$ cat src/rtl/gdp_sched.sv
// Sweep scheduler for the Gaussian distance pipeline. It issues observation and
// parameter reads and streams framed elements into gdp. It also collects per-component scores and the argmax.
module gdp_sched #(
    parameter int N_GAUSS = 8,
    parameter int N_DIM   = 4
) (
    input  logic                                                        clk,
    input  logic                                                        reset,
    input  logic                                                        start,
    output logic                                                        busy,
    output logic                                                        done,
    output logic [((N_DIM > 1) ? $clog2(N_DIM) : 1)-1:0]                x_addr,
    input  logic [15:0]                                                 x_data,
    output logic [((N_GAUSS*N_DIM > 1) ? $clog2(N_GAUSS*N_DIM) : 1)-1:0] p_addr,
    input  logic [15:0]                                                 p_k,
    input  logic [15:0]                                                 p_omega,
    input  logic [15:0]                                                 p_mean,
    output logic                                                        gdp_first,
    output logic                                                        gdp_last,
    output logic [15:0]                                                 gdp_x,
    output logic [15:0]                                                 gdp_k,
    output logic [15:0]                                                 gdp_omega,
    output logic [15:0]                                                 gdp_mean,
    input  logic                                                        gdp_ready,
    input  logic [15:0]                                                 gdp_ln_p,
    output logic                                                        score_valid,
    output logic [((N_GAUSS > 1) ? $clog2(N_GAUSS) : 1)-1:0]            score_idx,
    output logic [15:0]                                                 score,
    output logic [((N_GAUSS > 1) ? $clog2(N_GAUSS) : 1)-1:0]            best_idx,
    output logic [15:0]                                                 best_ln_p
);

    localparam int XW = (N_DIM > 1) ? $clog2(N_DIM) : 1;
    localparam int PW = (N_GAUSS*N_DIM > 1) ? $clog2(N_GAUSS*N_DIM) : 1;
    localparam int GW = (N_GAUSS > 1) ? $clog2(N_GAUSS) : 1;

    localparam logic [XW-1:0] D_LAST = XW'(N_DIM - 1);
    localparam logic [PW-1:0] P_LAST = PW'(N_GAUSS*N_DIM - 1);
    localparam logic [GW-1:0] R_LAST = GW'(N_GAUSS - 1);

    typedef enum logic [1:0] {IDLE, ISSUE, DRAIN} state_t;

    state_t        state;
    logic          s1_valid;
    logic          s1_first;
    logic          s1_last;
    logic [GW-1:0] r;

    // p_addr runs linearly over g*N_DIM+d while x_addr wraps every N_DIM words;
    // the flags travel one stage with the read and one stage into the gdp registers.
    always_ff @(posedge clk) begin
        if (reset) begin
            state       <= IDLE;
            busy        <= 1'b0;
            done        <= 1'b0;
            x_addr      <= '0;
            p_addr      <= '0;
            s1_valid    <= 1'b0;
            s1_first    <= 1'b0;
            s1_last     <= 1'b0;
            gdp_first   <= 1'b0;
            gdp_last    <= 1'b0;
            gdp_x       <= '0;
            gdp_k       <= '0;
            gdp_omega   <= '0;
            gdp_mean    <= '0;
            score_valid <= 1'b0;
            score_idx   <= '0;
            score       <= '0;
            best_idx    <= '0;
            best_ln_p   <= '0;
            r           <= '0;
        end else begin
            done        <= 1'b0;
            score_valid <= 1'b0;

            s1_valid <= (state == ISSUE);
            s1_first <= (state == ISSUE) && (x_addr == '0);
            s1_last  <= (state == ISSUE) && (x_addr == D_LAST);

            gdp_first <= s1_valid && s1_first;
            gdp_last  <= s1_valid && s1_last;
            gdp_x     <= s1_valid ? x_data  : '0;
            gdp_k     <= s1_valid ? p_k     : '0;
            gdp_omega <= s1_valid ? p_omega : '0;
            gdp_mean  <= s1_valid ? p_mean  : '0;

            case (state)
                IDLE: begin
                    if (start) begin
                        state     <= ISSUE;
                        busy      <= 1'b1;
                        x_addr    <= '0;
                        p_addr    <= '0;
                        r         <= '0;
                        best_idx  <= '0;
                        best_ln_p <= '0;
                    end
                end
                ISSUE: begin
                    if (p_addr == P_LAST) begin
                        state  <= DRAIN;
                        x_addr <= '0;
                        p_addr <= '0;
                    end else begin
                        p_addr <= p_addr + PW'(1);
                        x_addr <= (x_addr == D_LAST) ? '0 : x_addr + XW'(1);
                    end
                end
                DRAIN: begin
                end
                default: state <= IDLE;
            endcase

            // Results come back in issue order, so the running count is the component index.
            if (state != IDLE && gdp_ready) begin
                score_valid <= 1'b1;
                score_idx   <= r;
                score       <= gdp_ln_p;
                if (r == '0 || $signed(gdp_ln_p) > $signed(best_ln_p)) begin
                    best_idx  <= r;
                    best_ln_p <= gdp_ln_p;
                end
                if (r == R_LAST) begin
                    state <= IDLE;
                    busy  <= 1'b0;
                    done  <= 1'b1;
                end else begin
                    r <= r + GW'(1);
                end
            end
        end
    end

endmodule
$ cat config.mk
export PLATFORM = sky130hd
export DESIGN_NAME = gdp_sched
export DESIGN_NICKNAME = d
export VERILOG_FILES = /design/src/rtl/gdp_sched.sv
export SDC_FILE = /design/constraint.sdc
export NUM_CORES = 1
export LEC_CHECK = 0
export BUFFER_PORTS_ARGS = -buffer_cell sky130_fd_sc_hd__buf_2
export CAP_MARGIN = 15
export CORE_ASPECT_RATIO = 1.5
export CORE_UTILIZATION = 23
export DETAILED_ROUTE_END_ITERATION = 8
export GPL_TIMING_DRIVEN = 1
export PLACE_DENSITY_LB_ADDON = 0.12
export SLEW_MARGIN = 10
export SYNTH_ARGS = -nofsm -noshare
export SYNTH_HDL_FRONTEND = slang
export SYNTH_SLANG_ARGS = --single-unit
$ cat constraint.sdc
create_clock -name clk -period 2.5 [get_ports clk]
set_clock_uncertainty 0.1 [all_clocks]
set_input_delay 0.125 -clock clk [delete_from_list [all_inputs] [get_ports clk]]
set_output_delay 0.125 -clock clk [all_outputs]
set_load 0.005 [all_outputs]
==> Yosys cells after proc, flatten, opt, wreduce, memory -nomap -nowiden <==
Index checks and enable logic that the tools add are counted.
{ "op_classes": {"add_sub_neg": 3, "multipliers": 0, "div": 0, "n_lt_le_gt_ge": 1, "n_eq_ne": 6, "shifts": 0, "muxes": 30, "bitwise": 2, "n_reduce_logical": 14} }
{ "ops": {"columns": ["op", "count"], "rows": [
  ["16-bit two-way mux", 4],
  ["3-bit two-way mux", 8],
  ["16-bit > comparator", 1],
  ["2-bit two-way mux", 7],
  ["5-bit two-way mux", 2],
  ["5-bit case mux with 2 select lines", 1],
  ["1-bit two-way mux", 6],
  ["2-bit case mux with 3 select lines", 1],
  ["5-bit by 1-bit adder with 5-bit output, second input constant", 1],
  ["5-bit equality test, second input constant", 1],
  ["1-bit logical AND", 5],
  ["2-bit equality test, second input constant", 2],
  ["2-bit logical NOT", 2],
  ["2-bit case mux with 2 select lines", 1],
  ["2-bit nonzero test", 2],
  ["2-bit OR reduction", 2],
  ["3-bit by 1-bit adder with 3-bit output, second input constant", 1],
  ["3-bit equality test, second input constant", 1],
  ["3-bit logical NOT", 1],
  ["2-bit by 1-bit adder with 2-bit output, second input constant", 1],
  ["2-bit by 1-bit equality test with 1-bit output, second input constant", 1],
  ["2-bit inequality test, second input constant", 1],
  ["1-bit inverter", 2],
  ["2-bit AND reduction", 1],
  ["1-bit logical OR", 1]
]} }
{ "word_totals": {"ff_bits": 122, "latchBits": 0, "mem_bits_rw": 0, "romBits": 0, "out_inout_bits": 114, "memories": 0} }

==> Depth between registers and ports, before layout <==
{ "depth": {"depth_word": 5, "mapped_depth": 10} }

==> Least setup slack after synthesis <==
No wires, ideal clock.
{ "synth_path": {"path_type": "register to register", "start": "register best_ln_p[15]", "end": "register best_idx[1] (netlist name)", "setup_ns": 0.132, "t_arrival_ns": 2.089, "required_ns": 2.268, "slack_ns": 0.178, "stages_incl_launch_ff": 10, "path_buffers": 1, "cell_sequence": "dfxtp_1 inv_1 ha_1 nand4_4 o21bai_2 or2_4 o31a_4 buf_6 o311ai_1 a21oi_1"} }
{ "synth_via": {"elab_chain_len": 4} }
{ "synth_lines": {"columns": ["item", "line", "source"], "rows": [
  ["start, declared", "30", "output logic [15:0] best_ln_p"],
  ["start signal, assigned", "122", "best_ln_p <= gdp_ln_p;"],
  ["16-bit > comparator", "120", "if (r == '0 || $signed(gdp_ln_p) > $signed(best_ln_p)) begin"],
  ["1-bit logical OR", "120", null],
  ["3-bit two-way mux", "120", null],
  ["3-bit two-way mux", "116", "if (state != IDLE && gdp_ready) begin"],
  ["end signal, assigned", "121", "best_idx <= r;"],
  ["end, declared", "29", "output logic [((N_GAUSS > 1) ? $clog2(N_GAUSS) : 1)-1:0] best_idx,"]
]} }
Every way passes these cells.
A chain may end at the register's enable or synchronous reset.

==> Worst setup path in the final report <==
{ "layout_path": {"start": "input port gdp_ln_p[15]", "end": "register best_ln_p[6]"} }
{ "layout_via": {"elab_chain_len": 4} }
{ "layout_lines": {"columns": ["item", "line", "source"], "rows": [
  ["start, declared", "25", "input logic [15:0] gdp_ln_p,"],
  ["16-bit > comparator", "120", null],
  ["1-bit logical OR", "120", null],
  ["16-bit two-way mux", "120", null],
  ["16-bit two-way mux", "116", null]
]} }
Every way passes these cells.

==> summary.txt <==
Global routing
  • Vias in the first global route: ~4500
  • First-pass GRT wire length: 22.3 mm
  • Total congestion overflow: 0
  • Initial antenna violation count: 0
  • GRT Total Usage: 14.6%
  • Pin count of the biggest net entering global routing: 55

Floorplan
  • Std-Cell Rows: 62
  • Die area: approximately 20000 um^2
  • Core footprint: 19300 um^2
  • Io pins: 198
  • Starting utilization of the core area: roughly a quarter
  • Chip height: 175 um
  • Die W: between 100 and 150 um

Detailed routing
  • Wire per inst: 14.7 um
  • Routed vias: 4435
  • Vias/cell: roughly 4.3
  • Initial DRC Count: 196
  • Antenna Nets Post-Route: 0
  • TritonRoute pass-1 iters: 4
  • # DRC: 0
  • Total wire length: approximately 15 mm

Power and ir drop
  • Power per Cell Area: 668 nW/um^2
  • Peak supply drop: 0.332 mV
  • PnR Total Power: roughly 4.9 mW
  • Leakage power: 3.30 nW

STA
  • Fmax: approximately 410 MHz
  • Final worst path period share: 96.8%
  • Final TNS setup: 0 ns
  • Worst Max-Slew Pin Slew: ~0.64 ns
  • Final setup fails: 0
  • Crit path time final: around 2.4 ns
  • Slew margin rel.: a little under three fifths
  • Final Hold Vio Count: 0
  • Setup repair after global routing missed its margin: yes
  • Slew Limit Fails: 0

Cells and area
  • Final cell count without fillers: 1023
  • Layout cell share with drive strength beyond 1: around 34%
  • Final #Nets: 863
  • Synthesis-to-layout area growth: 59.4%
  • Fillers: roughly 1900
  • # diodes: 0
  • Commonest non-fill, non-tap cells in the layout: 197 x buf_2, 122 x dfxtp_1, 81 x dlygate4sd3_1
  • Commonest non-fill, non-tap cell in the layout: buf_2

Placed design
  • Detailed Place HPWL: about 10 mm
  • Placed Cells incl. Taps: 911
  • IO buf count: between 150 and 200
  • GPL Wtd Cong: approximately 0.73

Worst setup path
  • CP Data Required Time: 2.68 ns
  • Worst setup path start: gdp_ln_p[15]
  • CP Max Fanout: 9
  • Cells on worst reg2reg path: 8
  • CP Launch Type: input pin
  • CP endpoint kind: register
  • Reg2reg start: best_ln_p[11]
  • CP Class: input pin to register
  • Arrival time at the worst endpoint: 2.60 ns

Yosys
  • Post-synth top area share: 53.4%
  • Yosys reg bits: about 120
  • Mapped cell area: 4580 um^2
  • Post-synthesis sequential area ratio: 53.4%
  • Count of cell types in the netlist: between 40 and 50
  • Synth Warn #: 0
  • Top post-synthesis cells by area: dfxtp_1 53%, and2_1 9.7%, ha_1 6.3%
  • Yosys top cell by area: dfxtp_1
  • Syn Inst Count: 471
  • Async SR Flop Fraction: 0%
  • Post-synth net total: about 580
  • EDFF count, synth: 0
  • Synthesized area per cell: 9.71 um^2
  • Predominant post-synthesis flop cell: dfxtp_1

Clock network
  • CTS tree: done
  • Cts bufs inserted: 17
  • Clk_lat worst skew: between 0.4 and 0.5 ns
  • Htree depth: 4
  • Clock transition at path regs: approximately 0.050 ns
  • Max Buffers Root-to-Sink: 2
  • Root Driver: clkbuf_16
  • CTS Sinks: 122

Min path
  • Worst min path class: input pin to register
  • Hold Path Depth: 3
  • Min-delay src: reset

Flow run
  • Max cap viols: 0

Status
  • Outcome: finished, final reports clean
cells in the mapped netlist, types with 2 or more instances:
library cell / n
a31oi_1: 3
nor3b_1: 2
ha_1: 23
o21ai_0: 5
buf_2: 3
clkbuf_1: 20
nand3_1: 6
and2_1: 71
nand2b_1: 5
nand4_1: 22
nor2_1: 13
o311ai_0: 2
nor3_1: 6
nand2_1: 49
a21o_1: 2
nor2b_1: 5
o311ai_1: 15
and3_1: 2
dfxtp_1: 122
buf_6: 2
inv_1: 20
a211oi_1: 3
a21oi_1: 51
flip-flops by register name, summed over array words and instances, names as in the netlist, 2 cells and up:
name       cells
best_ln_p     16
score_idx      3
p_addr         5
gdp_k         16
gdp_x         16
x_addr         2
gdp_omega     16
score         16
state          2
best_idx       3
gdp_mean      16
r              3
metrics by stage:
| stage | area [um^2] | setup slack (ns) | utilization, % | hold slack (ns) |
|---|---|---|---|---|
| final | 7290 | 0.0792 | 37.8 | 0.0170 |
| after floorplan | 4580 | 0.178 | - | 0.121 |
| after global placement | 5870 | 0.0308 | 30.4 | 0.226 |
| after CTS | 7240 | 0.00776 | 37.5 | 0.0182 |
| after detailed placement | 5870 | -0.0261 | 30.4 | 0.227 |
| after global routing | 7290 | -0.00582 | 37.8 | 0.0318 |
worst max-delay path: stages:
cell           delay (ns)
dlygate4sd3_1        0.53
buf_2                0.15
ha_1                 0.38
nand4_4              0.16
o21bai_2             0.10
or2_4                0.29
o31a_4               0.41
o311ai_0             0.34
a21oi_1              0.11
final cells by class:
type / count / area, um^2 / share of cell area, %
clock inverter: 13 / 131 / 1.80
tap: 256 / 320 / 4.39
clock buffer: 17 / 425 / 5.83
multi-input combinational: 303 / 2000 / 27.4
timing repair buffer: 292 / 1900 / 26.1
sequential: 122 / 2440 / 33.5
inverter: 20 / 75.1 / 1.03
where the power goes:
part	internal [mW]	switching, mW
clock network	1.44	0.894
registers	2.00	0.0267
logic	0.257	0.257
cells by family after synthesis:
group                    share of synthesized area, %
buffers and inverters                            4.35
multiplexers                                    0.219
AO/OA/AOI/OAI                                    13.0
flip-flops                                       53.4
AND/OR/NAND/NOR                                  22.8
adder cells (fa/ha/maj)                          6.29
worst paths after layout:
path / end / slack, ns
min: gdp_first / 0.02
max reg2reg: best_ln_p[6] / 0.12
max: best_ln_p[6] / 0.08
min reg2reg: gdp_last / 0.32
repair_timing:
action                                  in CTS  in global routing
cloned                                       0                  1
resized for setup                            1                 10
pin swaps                                    0                  1
endpoints found under the setup margin       7                 18
hold buffers                                81                  0
setup buffers                                0                  0
endpoints found under the hold margin       97                  0
layer usage:
metal	up-vias	global-route usage, %	wire length, um
met5	-	0	0
met4	0	7.07	242
met3	14	3.57	960
met2	171	27.3	7950
met1	2060	14.5	5840
li1	2190	-	-
Power figures use the tool's default switching activity.
